[src/rtl/controller_sequencer_if.sv]
// SAP-1 control bus: opcode from the IR and the ring state plus control word
// driven back to the datapath. The master side is the controller_sequencer.
interface controller_sequencer_if;
    logic [3:0] opcode;
    logic [5:0] T;
    logic       C_P;
    logic       E_P;
    logic       L_M_bar;
    logic       CE_bar;
    logic       L_I_bar;
    logic       E_I_bar;
    logic       L_A_bar;
    logic       E_A;
    logic       S_U;
    logic       E_U;
    logic       L_B_bar;
    logic       L_O_bar;
    logic       HLT_bar;

    modport master (
        input  opcode,
        output T, C_P, E_P, L_M_bar, CE_bar, L_I_bar, E_I_bar,
               L_A_bar, E_A, S_U, E_U, L_B_bar, L_O_bar, HLT_bar
    );

    modport slave (
        output opcode,
        input  T, C_P, E_P, L_M_bar, CE_bar, L_I_bar, E_I_bar,
               L_A_bar, E_A, S_U, E_U, L_B_bar, L_O_bar, HLT_bar
    );
endinterface

[src/rtl/controller_sequencer.sv]
// SAP-1 control unit: six-state one-hot ring (T1..T6) plus opcode decoder.
// Optional SINGLE_STEP_EN macro adds a STEP input that gates ring advance.
module controller_sequencer #(
    parameter logic [3:0] OP_LDA = 4'h0,
    parameter logic [3:0] OP_ADD = 4'h1,
    parameter logic [3:0] OP_SUB = 4'h2,
    parameter logic [3:0] OP_OUT = 4'hE,
    parameter logic [3:0] OP_HLT = 4'hF
) (
    input  logic                     CLK,
    input  logic                     CLR,
`ifdef SINGLE_STEP_EN
    input  logic                     STEP,
`endif
    controller_sequencer_if.master   bus
);

    typedef enum logic [5:0] {
        T1 = 6'b000001,
        T2 = 6'b000010,
        T3 = 6'b000100,
        T4 = 6'b001000,
        T5 = 6'b010000,
        T6 = 6'b100000
    } ring_t;

    typedef struct packed {
        logic C_P;
        logic E_P;
        logic L_M_bar;
        logic CE_bar;
        logic L_I_bar;
        logic E_I_bar;
        logic L_A_bar;
        logic E_A;
        logic S_U;
        logic E_U;
        logic L_B_bar;
        logic L_O_bar;
    } ctrl_t;

    localparam ctrl_t CTRL_IDLE = '{
        C_P: 1'b0, E_P: 1'b0, L_M_bar: 1'b1, CE_bar: 1'b1, L_I_bar: 1'b1,
        E_I_bar: 1'b1, L_A_bar: 1'b1, E_A: 1'b0, S_U: 1'b0, E_U: 1'b0,
        L_B_bar: 1'b1, L_O_bar: 1'b1
    };

    ring_t t_q, t_d;
    logic  halted_q, halted_d;
    logic  advance;
    ctrl_t ctrl;

`ifdef SINGLE_STEP_EN
    assign advance = STEP;
`else
    assign advance = 1'b1;
`endif

    // HLT freezes the ring in T4 instead of rotating into T5.
    always_comb begin : next_state
        t_d      = t_q;
        halted_d = halted_q;
        if (!halted_q && advance) begin
            if (t_q == T4 && bus.opcode == OP_HLT) begin
                halted_d = 1'b1;
            end else begin
                t_d = ring_t'({t_q[4:0], t_q[5]});
            end
        end
    end

    // NOTE: sequential state uses non-blocking assignments so every flop
    // samples the pre-edge value of its neighbours.
    always_ff @(posedge CLK) begin
        if (CLR) begin
            t_q      <= T1;
            halted_q <= 1'b0;
        end else begin
            t_q      <= t_d;
            halted_q <= halted_d;
        end
    end

    // NOTE: ctrl starts from the inactive word so every path assigns every
    // field and no latch is inferred.
    always_comb begin : decode
        ctrl = CTRL_IDLE;
        if (!halted_q) begin
            case (t_q)
                T1: begin
                    ctrl.E_P     = 1'b1;
                    ctrl.L_M_bar = 1'b0;
                end
                T2: ctrl.C_P = 1'b1;
                T3: begin
                    ctrl.CE_bar  = 1'b0;
                    ctrl.L_I_bar = 1'b0;
                end
                T4: begin
                    case (bus.opcode)
                        OP_LDA, OP_ADD, OP_SUB: begin
                            ctrl.E_I_bar = 1'b0;
                            ctrl.L_M_bar = 1'b0;
                        end
                        OP_OUT: begin
                            ctrl.E_A     = 1'b1;
                            ctrl.L_O_bar = 1'b0;
                        end
                        default: ;
                    endcase
                end
                T5: begin
                    case (bus.opcode)
                        OP_LDA: begin
                            ctrl.CE_bar  = 1'b0;
                            ctrl.L_A_bar = 1'b0;
                        end
                        OP_ADD, OP_SUB: begin
                            ctrl.CE_bar  = 1'b0;
                            ctrl.L_B_bar = 1'b0;
                            ctrl.S_U     = (bus.opcode == OP_SUB);
                        end
                        default: ;
                    endcase
                end
                T6: begin
                    // S_U stays asserted from T5 so the subtracter output is settled.
                    if (bus.opcode == OP_ADD || bus.opcode == OP_SUB) begin
                        ctrl.E_U     = 1'b1;
                        ctrl.L_A_bar = 1'b0;
                        ctrl.S_U     = (bus.opcode == OP_SUB);
                    end
                end
                default: ;
            endcase
        end
    end

    assign bus.T       = t_q;
    assign bus.C_P     = ctrl.C_P;
    assign bus.E_P     = ctrl.E_P;
    assign bus.L_M_bar = ctrl.L_M_bar;
    assign bus.CE_bar  = ctrl.CE_bar;
    assign bus.L_I_bar = ctrl.L_I_bar;
    assign bus.E_I_bar = ctrl.E_I_bar;
    assign bus.L_A_bar = ctrl.L_A_bar;
    assign bus.E_A     = ctrl.E_A;
    assign bus.S_U     = ctrl.S_U;
    assign bus.E_U     = ctrl.E_U;
    assign bus.L_B_bar = ctrl.L_B_bar;
    assign bus.L_O_bar = ctrl.L_O_bar;
    assign bus.HLT_bar = ~halted_q;

endmodule

[src/flat_wrapper.sv]
// flat-port wrapper written by rule: the top's interface ports become plain ports
module controller_sequencer_flat 
#(
    parameter logic [3:0] OP_LDA = 4'h0,
    parameter logic [3:0] OP_ADD = 4'h1,
    parameter logic [3:0] OP_SUB = 4'h2,
    parameter logic [3:0] OP_OUT = 4'hE,
    parameter logic [3:0] OP_HLT = 4'hF
)
  (CLK, CLR, bus_opcode, bus_T, bus_C_P, bus_E_P, bus_L_M_bar, bus_CE_bar, bus_L_I_bar, bus_E_I_bar, bus_L_A_bar, bus_E_A, bus_S_U, bus_E_U, bus_L_B_bar, bus_L_O_bar, bus_HLT_bar);
  controller_sequencer_if bus_i ();
  input  logic CLK;
  input  logic CLR;
  input wire logic [$bits(bus_i.opcode)-1:0] bus_opcode;
  output wire logic [$bits(bus_i.T)-1:0] bus_T;
  output wire logic [$bits(bus_i.C_P)-1:0] bus_C_P;
  output wire logic [$bits(bus_i.E_P)-1:0] bus_E_P;
  output wire logic [$bits(bus_i.L_M_bar)-1:0] bus_L_M_bar;
  output wire logic [$bits(bus_i.CE_bar)-1:0] bus_CE_bar;
  output wire logic [$bits(bus_i.L_I_bar)-1:0] bus_L_I_bar;
  output wire logic [$bits(bus_i.E_I_bar)-1:0] bus_E_I_bar;
  output wire logic [$bits(bus_i.L_A_bar)-1:0] bus_L_A_bar;
  output wire logic [$bits(bus_i.E_A)-1:0] bus_E_A;
  output wire logic [$bits(bus_i.S_U)-1:0] bus_S_U;
  output wire logic [$bits(bus_i.E_U)-1:0] bus_E_U;
  output wire logic [$bits(bus_i.L_B_bar)-1:0] bus_L_B_bar;
  output wire logic [$bits(bus_i.L_O_bar)-1:0] bus_L_O_bar;
  output wire logic [$bits(bus_i.HLT_bar)-1:0] bus_HLT_bar;
  assign bus_i.opcode = bus_opcode;
  assign bus_T = bus_i.T;
  assign bus_C_P = bus_i.C_P;
  assign bus_E_P = bus_i.E_P;
  assign bus_L_M_bar = bus_i.L_M_bar;
  assign bus_CE_bar = bus_i.CE_bar;
  assign bus_L_I_bar = bus_i.L_I_bar;
  assign bus_E_I_bar = bus_i.E_I_bar;
  assign bus_L_A_bar = bus_i.L_A_bar;
  assign bus_E_A = bus_i.E_A;
  assign bus_S_U = bus_i.S_U;
  assign bus_E_U = bus_i.E_U;
  assign bus_L_B_bar = bus_i.L_B_bar;
  assign bus_L_O_bar = bus_i.L_O_bar;
  assign bus_HLT_bar = bus_i.HLT_bar;
  controller_sequencer #(.OP_LDA(OP_LDA), .OP_ADD(OP_ADD), .OP_SUB(OP_SUB), .OP_OUT(OP_OUT), .OP_HLT(OP_HLT)) u_core (.CLK(CLK), .CLR(CLR), .bus(bus_i));
endmodule
[config.mk]
export PLATFORM = sky130hd
export DESIGN_NAME = controller_sequencer_flat
export DESIGN_NICKNAME = d
export VERILOG_FILES = /design/src/rtl/controller_sequencer_if.sv /design/src/rtl/controller_sequencer.sv /design/src/flat_wrapper.sv
export SDC_FILE = /design/constraint.sdc
export NUM_CORES = 1
export LEC_CHECK = 0
export CORE_MARGIN = 3
export CORE_UTILIZATION = 30
export DETAILED_ROUTE_END_ITERATION = 8
export GPL_TIMING_DRIVEN = 0
export SLEW_MARGIN = 20
export SYNTH_ARGS = -nofsm -noshare
export SYNTH_HDL_FRONTEND = slang
export SYNTH_SLANG_ARGS = --single-unit
export TNS_END_PERCENT = 100
[constraint.sdc]
create_clock -name CLK -period 1.7 [get_ports CLK]
set_clock_uncertainty 0.05 [all_clocks]
set_input_delay 0.17 -clock CLK [delete_from_list [all_inputs] [get_ports CLK]]
set_output_delay 0.17 -clock CLK [all_outputs]
set_load 0.005 [all_outputs]
==> impl_metrics.yaml, run 1 <==
sta:
  rsz0062_at_grt: "yes"
  slew_violations: 0
  worst_slack_ps: -459.8
  worst-slew-pin-transition_ps: 439.8
  finalSetupViolations: 13
  slew-limit-headroom_pct: 70.57
  fin_crit_sh_pct: 127.0
  max_freq_mhz: 463.0
  hold_slack_ps: 253.1
  final-hold-violation-count: 0
  fin_crit_ps: 2160
worst_hold_path:
  worstHoldPathType: "in -> reg"
  min_path_cells: 2
  worstHoldEndpoint: "u_core.bus.T[5]$_SDFFE_PP0P_"
  hold_start: "CLR"
logic_synthesis:
  syn_area_per_cell_sq_um: 8.049
  synth_xor_area_share_pct: 0
  synth_top_family_by_area: "simple AND/OR/NAND/NOR gates"
  ys_ff_latch: 7
  synthMuxAreaShare_pct: 7.425
  ys_warn_count: 0
  mappedNetlistArea_sq_um: 539.3
  synth_cells: 67
  synth_fa_ha_area_share_pct: 0
  synth_nets: 73
  yosysUniqueCellTypes: 32
  yosysSeqAreaShare_pct: 25.99
  synthSimpleGateAreaFrac_pct: 42.69
  synth-compound-area-share_pct: 19.72
placement:
  hpwl_um: 1149
  routabilityCongestion: 0.7557
  dpl.cell_count: 114
  numPortBuffers: 23
clock_tree:
  holdBufCountCts: 0
  cts.clk_slew.worst_paths_ps: 50
  cts_root_buf: "clkbuf_4"
  clk-insertion-delay-late_ps: 240
  cts_buffer_depth: 2
  cts_tree: "built"
  h-tree-depth: 1
  cts_buffers: 3
  clock-sinks: 7
finish:
  nets: 116
  diodes: 0
  nFillCells: 153
  drive_gt1_share_pct: 48.62
  final_cells: 133
  area_growth_pct: 87.01
floorplan:
  die_w_um: 48.40
  die_area_sq_um: 2342
  row_count: 14
  io_pins: 25
  dieHeight_um: 48.40
  start_util_pct: 33.83
  core_area_sq_um: 1594
run_status:
  violations: "negative setup slack"
  status: "finished with violations"
drt:
  dr_total_vias: 692
  ant_nets: 0
  drt_iter0_markers: 12
  drt_pass1_iterations: 4
  post-route-drc-count: 0
  wl_per_cell_um: 13.81
  wl_um: 1837
  viasPerCell: 5.203
worst_setup_path:
  arrival_ps: 1940
  critical_path.top_delay_family: "simple AND/OR/NAND/NOR gates"
  r2r_start: "u_core.bus.T[1]$_SDFFE_PP0P_"
  cp_num_buf_inv: 1
  cp_max_fo: 3
  crit_path_cell_trace: "or4_4 > or3_4 > or3_1 > buf_2"
  crit_path_end_kind: "output pin"
  required_ps: 1480
  path_class: "reg -> out"
  critPathLaunchType: "flop"
  rr_worst_depth: 5
  crit_path_max_incr_delay_ps: 540
  cp_slowest_cell: "or4_4"
  r2r-end: "u_core.bus.T[0]$_SDFFE_PP1P_"
  worst-r2r-setup-slack_ps: -160
grt:
  overflow: 0
  grt_usage_pct: 15.95
  grt_pass1_vias: 642
  grt_pass1_wl_um: 2980
  antenna_found_initial: 0
  grt_max_degree: 11
flow_run:
  max_cap_violations: 0
pwr:
  power.leakage_uw: 0.0003737
  ir_worst_vdd_uv: 466.4
  power.density_nw_per_um2: 418.9
[report_power, final]
part | internal (uW) | switching, uW | leakage (uW)
clock network | 89.1 | 54.5 | 0.0000150
registers | 166 | 4.04 | 0.0000605
logic | 58.7 | 50.2 | 0.000298
[state kept, by name, summed over array words and instances, names as in the netlist]
name,cells
u_core.halted_q,1
u_core.bus.T,6
[cell usage after synthesis, drive strengths merged]
cell type	count	area, sq um
nand3	2	10.01
nor2b	2	12.51
nor3	5	25.02
or2b	2	17.52
nor4b	3	26.28
a31oi	1	6.260
o2111a	1	11.26
nand2	3	11.26
a21oi	2	10.01
buf	2	15.01
and4b	2	21.27
a211oi	2	15.01
nor4bb	1	10.01
inv	2	7.510
dfxtp	7	140.1
nand2b	2	12.51
o21ai	1	5.000
o21a	1	7.510
mux2i	4	40.04
o41a	1	11.26
o2111ai	1	8.760
or4	1	11.26
a211o	1	8.760
nor2	11	41.29
or3	3	25.03
a21o	2	15.01
o211ai	1	7.510
nand4	1	6.260
[through the flow]
| stage | setup WS (ps) | setup TNS [ps] | utilization (%) | power [uW] | instance area (sq um) |
|---|---|---|---|---|---|
| floorplan | -113.9 | -113.9 | - | 213.9 | 541.8 |
| global placement | -609.7 | -3706 | 50.31 | 254.3 | 802.0 |
| detailed placement | -602.7 | -3697 | 50.31 | 254.8 | 802.0 |
| CTS | -515.6 | -3014 | 58.71 | 419.2 | 935.9 |
| global route | -525.5 | -4116 | 63.27 | 456.2 | 1008 |
| finish | -459.8 | -3120 | 63.27 | 422.5 | 1008 |
[cell families after synthesis]
family / count (synthesis)
buffers and inverters: 4
muxes: 4
DFF: 7
and+or+nand+nor: 38
AOI/OAI and AO/OA: 14
[placed cells by master (no fill, tap or decap), types with 2 or more instances in the layout]
cell / instances
or2b_2: 2
dlygate4sd2_1: 2
nor3_2: 3
a21o_1: 2
a211oi_2: 2
a21oi_1: 2
mux2i_1: 4
dfxtp_2: 3
nor2_1: 9
buf_2: 7
nor4b_4: 2
clkdlybuf4s50_1: 12
or3_4: 2
dfxtp_4: 3
nand2_1: 3
nor2b_1: 2
buf_4: 14
clkbuf_4: 3
buf_6: 2
nor3_1: 2
[layer usage]
layer / track usage, % / part of all wire (%)
met5: 0 / 0
met4: 7.109 / 0.82
met1: 19.29 / 46
met3: 4.908 / 6.3
met2: 25.92 / 47
[what timing repair did]
item                                    4_1_cts  5_1_grt
buffers inserted                              8        7
endpoints found under the setup margin       14       15
hold endpoints to repair                      0        0
pin swaps                                     6        8
gates resized for setup                      52       12
[how the worst max path moves through the flow]
stage | start | end | slack [ps] | depth (start not counted)
final | u_core.bus.T[1]$_SDFFE_PP0P_ | bus_L_O_bar | -460 | 4
after global routing | u_core.bus.T[1]$_SDFFE_PP0P_ | bus_L_O_bar | -530 | 4
after CTS | u_core.bus.T[0]$_SDFFE_PP1P_ | bus_L_O_bar | -520 | 4
after detailed placement | u_core.bus.T[1]$_SDFFE_PP0P_ | bus_L_O_bar | -600 | 4
after global placement | u_core.bus.T[1]$_SDFFE_PP0P_ | bus_L_O_bar | -610 | 4
after floorplan | u_core.bus.T[1]$_SDFFE_PP0P_ | bus_L_O_bar | -110 | 3
[final cells by class]
| type | count | area [sq um] | share of cell area [%] |
|---|---|---|---|
| tap | 24 | 30.03 | 2.978 |
| clock buffer | 4 | 26.28 | 2.605 |
| buffer | 2 | 15.01 | 1.489 |
| sequential | 7 | 155.1 | 15.38 |
| timing repair buffer | 38 | 309.0 | 30.65 |
| inverter | 2 | 11.26 | 1.117 |
| multi-input combinational | 56 | 461.7 | 45.78 |
No activity file was read; power rests on OpenSTA's default activity.
==> inputs of run 2 (changes only) <==
Settings changed: MAX_ROUTING_LAYER from default to met4.
==> run 2 against run 1 <==
Net effect:
- the flow still finishes with violations (negative setup slack)
- routed wire length is the same
- count of clock-buffer cells in the layout unchanged
- die area unchanged
- clock power barely moved
- critical path type unchanged
==> impl_metrics.yaml, run 2 (synthesis gave the netlist of run 1 again) <==
run_status:
  status: "finished with violations"
  violations: "negative setup slack"
sta:
  fin_crit_ps: 2160
  rsz0062_at_grt: "yes"
  finalSetupViolations: 13
  final-hold-violation-count: 0
  fin_crit_sh_pct: 127.0
  slew_violations: 0
  max_freq_mhz: 463.0
  worst_slack_ps: -459.8
  final.setup.tns_ps: -3120
  slew-limit-headroom_pct: 70.57
  worst-slew-pin-transition_ps: 439.8
placement:
  preCtsSetupSlack_ps: -602.7
  routabilityCongestion: 0.7654
  numPortBuffers: 23
  placed_area_sq_um: 802.0
  hpwl_um: 1149
clock_tree:
  holdBufCountCts: 0
  clock-sinks: 7
  cts_buffers: 3
  cts_buffer_depth: 2
  cts.clk_slew.worst_paths_ps: 50
  cts_tree: "built"
  cts_root_buf: "clkbuf_4"
  clk-insertion-delay-late_ps: 240
  h-tree-depth: 1
pwr:
  power.density_nw_per_um2: 418.9
  ir_worst_vdd_uv: 466.5
  power.leakage_uw: 0.0003737
floorplan:
  die_area_sq_um: 2342
  start_util_pct: 33.83
  core_area_sq_um: 1594
  dieHeight_um: 48.40
  io_pins: 25
  row_count: 14
  die_w_um: 48.40
worst_setup_path:
  arrival_ps: 1940
  required_ps: 1480
  r2r-end: "u_core.bus.T[0]$_SDFFE_PP1P_"
  cp_max_fo: 3
  cp-endpoint: "bus_L_O_bar"
  critical_path.startpoint: "u_core.bus.T[1]$_SDFFE_PP0P_"
  crit_path_cell_trace: "or4_4 > or3_4 > or3_1 > buf_2"
  cp_slowest_cell: "or4_4"
  rr_worst_depth: 5
  crit_path_end_kind: "output pin"
  path_class: "reg -> out"
  worst-r2r-setup-slack_ps: -160
  r2r_start: "u_core.bus.T[1]$_SDFFE_PP0P_"
  crit_path_max_incr_delay_ps: 540
  critPathLaunchType: "flop"
grt:
  grt_usage_pct: 16.39
  grt_max_degree: 11
  overflow: 0
  grt_pass1_wl_um: 2980
  grt_pass1_vias: 641
  antenna_found_initial: 0
finish:
  diodes: 0
  drive_gt1_share_pct: 48.62
  area_growth_pct: 87.01
  final_cell_mix: "14 x buf_4, 12 x clkdlybuf4s50_1, 9 x nor2_1"
  largest_reg_flops: 6
  finish.instance_area_sq_um: 1008
  nets: 116
  final_common_cell: "buf_4"
  nFillCells: 153
drt:
  wl_per_cell_um: 13.81
  drt_pass1_iterations: 4
  drt_iter0_markers: 12
  post-route-drc-count: 0
  viasPerCell: 5.203
  wl_um: 1837
  dr_total_vias: 692
  ant_nets: 0
worst_hold_path:
  worstHoldPathType: "in -> reg"
flow_run:
  max_cap_violations: 0
-- run 2: how the worst min path moves through the flow --
stage	start	to	slack, ps	depth (start not counted)
after floorplan	bus_opcode[1]	u_core.bus.T[4]$_SDFFE_PP0P_	380	2
after global placement	CLR	u_core.bus.T[1]$_SDFFE_PP0P_	480	2
after detailed placement	CLR	u_core.bus.T[5]$_SDFFE_PP0P_	480	2
after CTS	CLR	u_core.bus.T[5]$_SDFFE_PP0P_	230	2
after global routing	CLR	u_core.bus.T[1]$_SDFFE_PP0P_	280	2
final	CLR	u_core.bus.T[5]$_SDFFE_PP0P_	250	2
-- run 2: report_power, final --
group	total (uW)	internal, uW	switching [uW]
Sequential	170	166	4.04
Combinational	109	58.7	50.2
Clock	144	89.1	54.5
-- run 2: final cells by class --
cell class | count | area (sq um) | area share, %
Buffer | 2 | 15.01 | 1.489
Clock buffer | 4 | 26.28 | 2.605
Inverter | 2 | 11.26 | 1.117
Multi-Input combinational cell | 56 | 461.7 | 45.78
Sequential cell | 7 | 155.1 | 15.38
Tap cell | 24 | 30.03 | 2.978
Timing Repair Buffer | 38 | 309.0 | 30.65
-- run 2: layer usage --
layer / track usage (%) / vias up / share of wire [%] / wire length [um]
met3: 4.908 / 2 / 6.3 / 115
li1: - / 340 / - / -
met2: 25.92 / 21 / 47 / 868
met1: 19.29 / 329 / 46 / 837
met4: 7.109 / 0 / 0.82 / 15
met5: - / - / 0 / 0
-- run 2: repair_timing --
action / in CTS / in global routing
pin swaps: 6 / 8
endpoints found under the setup margin: 14 / 15
cloned: 0 / 0
resized for setup: 52 / 12
buffers inserted: 8 / 7
-- run 2: stage by stage --
stage | total power (uW) | std cells | util, % | hold WS (ps)
2_1_floorplan | 213.9 | 67 | - | 376.7
3_3_place_gp | 254.3 | 114 | 50.31 | 482.4
3_5_place_dp | 254.8 | 114 | 50.31 | 480.1
4_1_cts | 419.2 | 126 | 58.71 | 230.2
5_1_grt | 456.2 | 133 | 63.27 | 283.9
6_report | 422.5 | 133 | 63.27 | 253.2
-- run 2: worst max-delay path: cells and delay by family (launching register included) --
family | cells | cell delay (ps)
AND/OR/NAND/NOR | 3 | 1230
buffers and inverters | 1 | 130
flip-flops | 1 | 330
==> inputs of run 3 (changes only) <==
Settings changed: CAP_MARGIN from default to 20.
==> results of run 3 <==
Same layout as run 2: the final DEF is identical, and so are final timing and power.
